===== src/rtl/mem_ctrl_pkg.sv =====
// Shared CPU-side constants: register/address widths, stall levels and memory width codes,
// plus the small transaction descriptor the memory controller latches on acceptance.
package mem_ctrl_pkg;

    localparam int AddrLen       = 32;
    localparam int RegLen        = 32;
    localparam int RegNum        = 32;
    localparam int RegAddrLen    = 5;

    // One stall bit per pipeline level, PC first.
    localparam int StallLevelLen = 6;
    localparam int StallPc       = 0;
    localparam int StallIf       = 1;
    localparam int StallId       = 2;
    localparam int StallEx       = 3;
    localparam int StallMem      = 4;
    localparam int StallWb       = 5;

    localparam logic [1:0] MemByte = 2'b00;
    localparam logic [1:0] MemHalf = 2'b01;
    localparam logic [1:0] MemWord = 2'b10;

    typedef enum logic {
        SrcIf  = 1'b0,
        SrcMem = 1'b1
    } mem_src_e;

    typedef struct packed {
        mem_src_e   src;
        logic       we;
        logic [1:0] last;   // index of the final byte lane (N-1)
    } mem_txn_t;

    // Width code 2'b11 is served as a full word.
    function automatic logic [1:0] width_last_lane(input logic [1:0] width);
        case (width)
            MemByte: return 2'd0;
            MemHalf: return 2'd1;
            default: return 2'd3;
        endcase
    endfunction

endpackage


===== src/rtl/mem_ctrl_if.sv =====
// CPU-side request bus of the memory controller: IF fetch channel, MEM load/store channel
// and the per-requester stall requests.
interface mem_ctrl_if
    import mem_ctrl_pkg::*;
#(
    parameter int ADDR_W = AddrLen,
    parameter int DATA_W = RegLen
) ();

    logic              if_req;
    logic [ADDR_W-1:0] if_addr;
    logic              if_done;
    logic [DATA_W-1:0] if_inst;

    logic              mem_req;
    logic              mem_we;
    logic [1:0]        mem_width;
    logic [ADDR_W-1:0] mem_addr;
    logic [DATA_W-1:0] mem_wdata;
    logic              mem_done;
    logic [DATA_W-1:0] mem_rdata;

    logic              if_stall_req;
    logic              mem_stall_req;

    modport master (
        output if_req, if_addr, mem_req, mem_we, mem_width, mem_addr, mem_wdata,
        input  if_done, if_inst, mem_done, mem_rdata, if_stall_req, mem_stall_req
    );

    modport slave (
        input  if_req, if_addr, mem_req, mem_we, mem_width, mem_addr, mem_wdata,
        output if_done, if_inst, mem_done, mem_rdata, if_stall_req, mem_stall_req
    );

endinterface


===== src/rtl/mem_ctrl.sv =====
// Byte-serializing memory controller: arbitrates IF fetches and MEM loads/stores onto a
// single-port byte-wide RAM and returns whole little-endian words with a one-cycle done pulse.
module mem_ctrl
    import mem_ctrl_pkg::*;
#(
    parameter int ADDR_W = AddrLen,
    parameter int DATA_W = RegLen
) (
    input  logic              clk,
    input  logic              rst,
    mem_ctrl_if.slave         bus,
    output logic [ADDR_W-1:0] ram_addr,
    output logic              ram_wr,
    output logic [7:0]        ram_dout,
    input  logic [7:0]        ram_din
);

    typedef enum logic [1:0] {
        S_IDLE  = 2'd0,
        S_ISSUE = 2'd1,
        S_DRAIN = 2'd2,
        S_DONE  = 2'd3
    } state_e;

    state_e            state;
    state_e            state_nxt;

    mem_txn_t          txn_q;
    logic [ADDR_W-1:0] base_q;
    logic [1:0]        cnt_q;
    logic [3:0][7:0]   wdata_q;
    logic [3:0][7:0]   stage_q;
    logic [3:0][7:0]   drained;
    logic [DATA_W-1:0] if_inst_q;
    logic [DATA_W-1:0] mem_rdata_q;

    logic              accept;
    logic              cap_en;
    logic [1:0]        cap_lane;
    logic              ret_en;
    logic              done_if;
    logic              done_mem;

    assign accept = (state == S_IDLE) && (bus.mem_req || bus.if_req);

    // ------------------------------------------------------------------ state register
    // NOTE: all clocked state is written with non-blocking assignments so every flop
    // samples pre-edge values regardless of process ordering.
    always_ff @(posedge clk) begin
        if (rst) begin
            state <= S_IDLE;
        end else begin
            state <= state_nxt;
        end
    end

    // ------------------------------------------------------------------ next state
    always_comb begin
        state_nxt = state;
        case (state)
            S_IDLE:  if (bus.mem_req || bus.if_req) state_nxt = S_ISSUE;
            S_ISSUE: if (cnt_q == txn_q.last) state_nxt = txn_q.we ? S_DONE : S_DRAIN;
            S_DRAIN: state_nxt = S_DONE;
            S_DONE:  state_nxt = S_IDLE;
            default: state_nxt = S_IDLE;
        endcase
    end

    // ------------------------------------------------------------------ outputs
    // NOTE: every signal gets a default before the case so no latch is inferred.
    always_comb begin
        ram_addr = '0;
        ram_wr   = 1'b0;
        ram_dout = '0;
        cap_en   = 1'b0;
        cap_lane = 2'd0;
        ret_en   = 1'b0;
        done_if  = 1'b0;
        done_mem = 1'b0;
        case (state)
            S_ISSUE: begin
                ram_addr = base_q + ADDR_W'(cnt_q);
                if (txn_q.we) begin
                    ram_wr   = 1'b1;
                    ram_dout = wdata_q[cnt_q];
                end else if (cnt_q != 2'd0) begin
                    // RAM answers one cycle late, so this cycle's byte belongs to lane k-1.
                    cap_en   = 1'b1;
                    cap_lane = cnt_q - 2'd1;
                end
            end
            S_DRAIN: begin
                cap_en   = 1'b1;
                cap_lane = txn_q.last;
                ret_en   = 1'b1;
            end
            S_DONE: begin
                done_if  = (txn_q.src == SrcIf);
                done_mem = (txn_q.src == SrcMem);
            end
            default: ;
        endcase
    end

    // The final lane arrives during DRAIN; merge it so the word is returned in the DONE cycle.
    always_comb begin
        drained                = stage_q;
        drained[txn_q.last]    = ram_din;
    end

    // ------------------------------------------------------------------ datapath
    always_ff @(posedge clk) begin
        if (rst) begin
            txn_q       <= '0;
            base_q      <= '0;
            cnt_q       <= '0;
            wdata_q     <= '0;
            stage_q     <= '0;
            if_inst_q   <= '0;
            mem_rdata_q <= '0;
        end else begin
            if (accept) begin
                // MEM wins a simultaneous arrival; IF keeps its request held and waits.
                if (bus.mem_req) begin
                    txn_q  <= '{src: SrcMem, we: bus.mem_we, last: width_last_lane(bus.mem_width)};
                    base_q <= bus.mem_addr;
                end else begin
                    txn_q  <= '{src: SrcIf, we: 1'b0, last: 2'd3};
                    base_q <= bus.if_addr;
                end
                wdata_q <= bus.mem_wdata[31:0];
                stage_q <= '0;
                cnt_q   <= '0;
            end

            if (state == S_ISSUE) begin
                cnt_q <= cnt_q + 2'd1;
            end

            if (cap_en) begin
                stage_q[cap_lane] <= ram_din;
            end

            if (ret_en) begin
                if (txn_q.src == SrcIf) begin
                    if_inst_q <= drained;
                end else begin
                    mem_rdata_q <= drained;
                end
            end
        end
    end

    // ------------------------------------------------------------------ bus side
    assign bus.if_done       = done_if;
    assign bus.mem_done      = done_mem;
    assign bus.if_inst       = if_inst_q;
    assign bus.mem_rdata     = mem_rdata_q;

    // Combinational so the requester stalls in the very cycle it asks, reset included.
    assign bus.if_stall_req  = bus.if_req  & ~done_if;
    assign bus.mem_stall_req = bus.mem_req & ~done_mem;

endmodule


===== src/flat_wrapper.sv =====
// flat-port wrapper written by rule: the top's interface ports become plain ports
module mem_ctrl_flat import mem_ctrl_pkg::*;
#(
    parameter int ADDR_W = AddrLen,
    parameter int DATA_W = RegLen
)
  (clk, rst, ram_addr, ram_wr, ram_dout, ram_din, bus_if_req, bus_if_addr, bus_mem_req, bus_mem_we, bus_mem_width, bus_mem_addr, bus_mem_wdata, bus_if_done, bus_if_inst, bus_mem_done, bus_mem_rdata, bus_if_stall_req, bus_mem_stall_req);
  mem_ctrl_if #(.ADDR_W(ADDR_W), .DATA_W(DATA_W)) bus_i ();
  input  logic clk;
  input  logic rst;
  output logic [ADDR_W-1:0] ram_addr;
  output logic ram_wr;
  output logic [7:0] ram_dout;
  input  logic [7:0] ram_din;
  input wire logic [$bits(bus_i.if_req)-1:0] bus_if_req;
  input wire logic [$bits(bus_i.if_addr)-1:0] bus_if_addr;
  input wire logic [$bits(bus_i.mem_req)-1:0] bus_mem_req;
  input wire logic [$bits(bus_i.mem_we)-1:0] bus_mem_we;
  input wire logic [$bits(bus_i.mem_width)-1:0] bus_mem_width;
  input wire logic [$bits(bus_i.mem_addr)-1:0] bus_mem_addr;
  input wire logic [$bits(bus_i.mem_wdata)-1:0] bus_mem_wdata;
  output wire logic [$bits(bus_i.if_done)-1:0] bus_if_done;
  output wire logic [$bits(bus_i.if_inst)-1:0] bus_if_inst;
  output wire logic [$bits(bus_i.mem_done)-1:0] bus_mem_done;
  output wire logic [$bits(bus_i.mem_rdata)-1:0] bus_mem_rdata;
  output wire logic [$bits(bus_i.if_stall_req)-1:0] bus_if_stall_req;
  output wire logic [$bits(bus_i.mem_stall_req)-1:0] bus_mem_stall_req;
  assign bus_i.if_req = bus_if_req;
  assign bus_i.if_addr = bus_if_addr;
  assign bus_i.mem_req = bus_mem_req;
  assign bus_i.mem_we = bus_mem_we;
  assign bus_i.mem_width = bus_mem_width;
  assign bus_i.mem_addr = bus_mem_addr;
  assign bus_i.mem_wdata = bus_mem_wdata;
  assign bus_if_done = bus_i.if_done;
  assign bus_if_inst = bus_i.if_inst;
  assign bus_mem_done = bus_i.mem_done;
  assign bus_mem_rdata = bus_i.mem_rdata;
  assign bus_if_stall_req = bus_i.if_stall_req;
  assign bus_mem_stall_req = bus_i.mem_stall_req;
  mem_ctrl #(.ADDR_W(ADDR_W), .DATA_W(DATA_W)) u_core (.clk(clk), .rst(rst), .bus(bus_i), .ram_addr(ram_addr), .ram_wr(ram_wr), .ram_dout(ram_dout), .ram_din(ram_din));
endmodule

===== config.mk =====
export PLATFORM = sky130hd
export DESIGN_NAME = mem_ctrl_flat
export DESIGN_NICKNAME = d
export VERILOG_FILES = /design/src/rtl/mem_ctrl_pkg.sv /design/src/rtl/mem_ctrl_if.sv /design/src/rtl/mem_ctrl.sv /design/src/flat_wrapper.sv
export SDC_FILE = /design/constraint.sdc
export NUM_CORES = 1
export LEC_CHECK = 0
export BUFFER_PORTS_ARGS = -buffer_cell sky130_fd_sc_hd__buf_2
export CAP_MARGIN = 15
export CORE_ASPECT_RATIO = 1.25
export CORE_MARGIN = 2
export CORE_UTILIZATION = 32
export CTS_BUF_LIST = sky130_fd_sc_hd__clkbuf_4
export DETAILED_ROUTE_END_ITERATION = 8
export GPL_TIMING_DRIVEN = 0
export REMOVE_ABC_BUFFERS = 1
export SYNTH_ARGS = -nofsm -noshare
export SYNTH_HDL_FRONTEND = slang
export SYNTH_SLANG_ARGS = --single-unit

===== constraint.sdc =====
create_clock -name clk -period 2.4 [get_ports clk]
set_input_delay 0.12 -clock clk [delete_from_list [all_inputs] [get_ports clk]]
set_output_delay 0.12 -clock clk [all_outputs]
set_load 0.1 [all_outputs]

* Yosys cells after proc, flatten, opt, wreduce, memory -nomap -nowiden
Index checks and enable logic that the tools add are counted.
** Word-level totals
- Flip-flop bits (word level) :: 168
- Input port bits :: 111
- Output and inout port bits :: 109
- Logic and storage cells :: 81
** Operators by class
- $add $sub $neg :: 3
- Magnitude comparators :: 5
- Equality and inequality tests :: 7
- Mux-type cells :: 34
- Bitwise operators :: 5
- Reduce and logical (&&, ||, !) cells :: 11
** Operators by type and width (number)
- two-way mux 32 bit :: 5
- bitwise mux 32 bit :: 2
- two-way mux 8 bit :: 5
- adder 32 x 2 -> 32 bit :: 1
- demux 8 bit (select 2 bit) :: 2
- binary-select mux 8 bit (select 2 bit) :: 1
- two-way mux 2 bit :: 6
- less-than comparator 2 x 3 -> 1 bit, second input constant :: 3
- two-way mux 1 bit :: 8
- one-hot mux 2 bit (2 select lines) :: 2
- one-hot mux 2 bit (4 select lines) :: 1
- AND reduction 2 bit :: 3
- == test 2 x 1 -> 1 bit, second input constant :: 2
- == test 2 bit, second input constant :: 2
- greater-or-equal comparator 2 x 1 -> 1 bit, second input constant :: 2
- logical NOT 2 bit :: 2
- two-way mux 4 bit :: 1
- nonzero test 2 bit :: 2
- logical AND 1 bit :: 3
- NOT 1 bit :: 3
- adder 2 x 1 -> 2 bit, second input constant :: 1
- AND 1 bit :: 2
- == test 2 bit :: 1
- != test 2 x 1 -> 1 bit, second input constant :: 1
- other kinds (4) :: 4

* Logic depth before layout (Yosys ltp)
- Depth in word-level cells :: 10
- Depth in mapped cells :: 9
- Mapped depth without buffers :: 7

* Worst setup path after synthesis
OpenSTA, ideal clock, no wires.
- Kind :: reg-to-output
- Start point :: reg u_core.cnt_q[0]
- End point :: out ram_addr[18]
- Data arrival time :: 3.876 ns
- Required time :: 2.280 ns
- Path slack :: -1.596 ns
- Cell stages (with the launch flop) :: 8
- Cells stage by stage :: dfxtp_1 ha_1 fa_1 and4_1 nand4_1 clkbuf_1 or3_1 a21boi_0
** Between the ends
- Cells in the longest elaborated chain, start to end :: 2
** Ends and longest elaborated chain
- from (decl) :: line mem_ctrl.sv:30 : logic [1:0] cnt_q;
- from (signal assigned) :: line mem_ctrl.sv:137 : cnt_q <= cnt_q + 2'd1;
- adder 32 x 2 -> 32 bit :: line mem_ctrl.sv:82 : ram_addr = base_q + ADDR_W'(cnt_q);
- two-way mux 32 bit :: line mem_ctrl.sv:80 : case (state)
- to (decl) :: line flat_wrapper.sv:11 : output logic [ADDR_W-1:0] ram_addr;
No other way between the ends.

* Worst setup path after layout
- Start point :: reg u_core.base_q[0]
- End point :: out ram_addr[20]
** Between the ends
- Cells in the longest elaborated chain, start to end :: 2
** Ends and longest elaborated chain
- from (decl) :: line mem_ctrl.sv:29 : logic [ADDR_W-1:0] base_q;
- from (signal assigned) :: line mem_ctrl.sv:126 : base_q <= bus.mem_addr;
- from (signal assigned) :: line mem_ctrl.sv:129 : base_q <= bus.if_addr;
- adder 32 x 2 -> 32 bit :: line mem_ctrl.sv:82
- two-way mux 32 bit :: line mem_ctrl.sv:80
No other way between the ends.

==> impl_metrics.toml <==
[status]
status = "finished, violations left"
violations = "negative setup slack"

[sta]
setup_viol = 25
slew_viol_final = 0
min_period_ns = 2.83
hold_ws_ns = 0.126
worst_pin_slew_ns = 1.19
fin_skew_ns = 0.0234
hold_viol = 0
post-route-period-util_pct = 118
finalSetupTns_ns = -5.89
slew_headroom_pct = 20.5
final.setup.worst_slack_ns = -0.429
rsz0062_at_grt = "true"
max_freq_mhz = 354

[die]
die_area_sq_um = 25600
io_pins = 220
die_w_um = 144
row_count = 63
initial_core_util_pct = 32.7
die_height_um = 178
core_area_sq_um = 23800

[finish]
nNetsFinal = 1316
final_cell_area_sq_um = 11500
fill_cells = 2274
area_growth_pct = 47.6
multiInputGateArea_sq_um = 4500
final_common_cell = "buf_2"
layout_common_cells = "buf_2 (179), dfxtp_1 (160), dlygate4sd3_1 (109)"
drive_above_1_share_pct = 30.1
seqCellArea_sq_um = 3380

[synth]
synth_area_leaders = "dfxtp_1 (43%), a211oi_1 (9.3%), mux2i_1 (8.5%)"
synth-compound-area-share_pct = 15.5
synth_top_family_by_area = "simple AND/OR/NAND/NOR gates"
ys.flop_type = "dfxtp_1"
synthesis.instances = 902
synth_async_sr_flop_share_pct = 0
synth_xor_area_share_pct = 2.92
yosys.area_share.simple_pct = 21.5
synth.cell_area_sq_um = 7790
synth_edf_count = 0
synth_warnings = 0
yosys.area.top_type = "dfxtp_1"
ys_ff_latch = 168
yosys-mux-area-fraction_pct = 10.8
syn_avg_cell_area_sq_um = 8.64
synth_cell_types = 43
synth_top_area_share_pct = 43.2
synth_fa_ha_area_share_pct = 1.70
synth_seq_area_share_pct = 43.2

[clock_tree]
cts_root_buf = "clkbuf_4"
cts_max_level = 4
cts_buffers = 17
cts_tree = "done"
clk_latency_ns = 0.56
clkTransAtPathRegs_ns = 0.15
clock-sinks = 168
clk_path_buf_depth = 2

[setup_path]
critPathLaunchType = "register"
ff2ff_path_depth = 7
cp_max_fo = 7
criticalPathCategory = "reg -> out"
crit_required_ns = 2.28
crit_arrival_ns = 2.71
end_kind = "primary output"

[job]
cap_viol_max_count = 0

[min_path]
min_path_type = "in -> reg"
hold_depth = 4

[place]
pre_cts_ws_ns = -1.29
gp_congestion = 0.776
hpwl_mm = 14.3
placed_area_sq_um = 9150
portBuffers = 219

[power]
ir_worst_vdd_mv = 0.457
p_per_area_nw_per_um2 = 1020
leakage_nw = 4.79

[drt]
wirelength_mm = 24.8
vias_per_cell = 4.94
num_vias = 7580
drc = 0
antenna_left = 0
wl_per_cell_um = 16.2
drtIter0Drc = 319
dr.pass1.iters = 5

[global_route]
grt_pass1_vias = 7131
grt-ovfl-total = 0
grt.total_usage_pct = 18.1
grt_max_degree = 110
antenna_found_initial = 2
grt_pass1_wl_mm = 36.9
==> worst max-delay path: stages (launching register included) <==
cell and delay, ns:
dfxtp_2 0.38, ha_4 0.14, fa_2 0.22, and4_4 0.23, nand4_1 0.21, buf_6 0.22
or3_4 0.37, a21boi_4 0.19, buf_12 0.19
==> metal layers <==
layer  global-route usage, %  vias to the layer above  wire, um
met5                       0                        -        16
met4                    5.15                        2       461
met3                    3.95                       33      1100
met2                    33.0                      206     13000
met1                    21.1                     3585     10200
li1                        -                     3754         -
==> state kept, by name, indices dropped and copies added (netlist names) <==
register and cells:
u_core.stage_q 32, u_core.base_q 32, u_core.state 2, u_core.txn_q 4
u_core.wdata_q 32, u_core.cnt_q 2, u_core.bus.if_inst 32, u_core.bus.mem_rdata 32
==> worst paths after layout <==
| check | startpoint | to | slack (ns) |
|---|---|---|---|
| worst max-delay path | u_core.base_q[0] | ram_addr[20] | -0.43 |
| worst min-delay path | bus_if_req | u_core.stage_q[16] | 0.13 |
| worst max register to register | u_core.state[0] | u_core.wdata_q[13] | 0.18 |
| worst min register to register | u_core.wdata_q[12] | u_core.wdata_q[12] | 0.46 |
==> area by class of cell <==
| class | count | share of cell area [%] |
|---|---|---|
| Antenna cell | 1 | 0.0218 |
| Clock buffer | 21 | 1.37 |
| Clock inverter | 11 | 1.00 |
| Inverter | 9 | 0.294 |
| Multi-Input combinational cell | 650 | 39.1 |
| Sequential cell | 168 | 29.4 |
| Tap cell | 325 | 3.54 |
| Timing Repair Buffer | 349 | 25.3 |
==> metrics by stage <==
stage	util (%)	total power, mW	instances
5_1_grt	48.3	12.4	1534
3_5_place_dp	38.4	9.26	1373
2_1_floorplan	-	7.88	823
3_3_place_gp	37.7	8.32	1367
4_1_cts	46.7	11.5	1527
6_report	48.3	11.7	1534
==> logic make-up (layout without fill, tap and decap cells) <==
kind of cell,Yosys count,in the layout
AO/OA/AOI/OAI,186,187
XOR/XNOR,26,26
adder cells (fa/ha/maj),10,10
buffers and inverters,88,390
flip-flops,168,168
multiplexers,74,74
other,0,1
AND/OR/NAND/NOR,350,353
==> repair_timing <==
action,CTS,global route
setup buffers,12,4
pin swaps,17,23
hold buffers,109,0
endpoints found under the setup margin,74,86
cloned,1,3
endpoints found under the hold margin,120,0
gates resized for setup,142,76
==> power breakdown <==
| part | internal, mW | total, mW | leakage [nW] | switching, mW |
|---|---|---|---|---|
| sequential | 3.34 | 3.79 | 1.38 | 0.446 |
| combinational | 1.92 | 6.29 | 3.29 | 4.37 |
| clock | 0.579 | 1.67 | 0.133 | 1.09 |
| total | 5.84 | 11.7 | 4.79 | 5.91 |
==> cell usage after synthesis, types with 2 or more instances <==
library cell / n
dfxtp_1: 168
nand2_1: 110
nor2_1: 104
a211oi_1: 96
a21oi_1: 69
mux2i_1: 66
clkbuf_1: 59
nand3_1: 44
and2_1: 37
xor2_1: 14
buf_1: 13
nor3_1: 12
xnor2_1: 12
ha_1: 9
inv_1: 9
mux4_2: 8
o21ai_0: 8
or3_1: 7
buf_2: 6
nor2b_1: 6
a21boi_0: 5
and4_1: 5
nand2b_1: 4
a22oi_1: 3
nand4_1: 3
nor4_1: 3
nor4_2: 3
nand3b_1: 2
nor3b_2: 2
nor4_4: 2
Power figures use the tool's default switching activity.
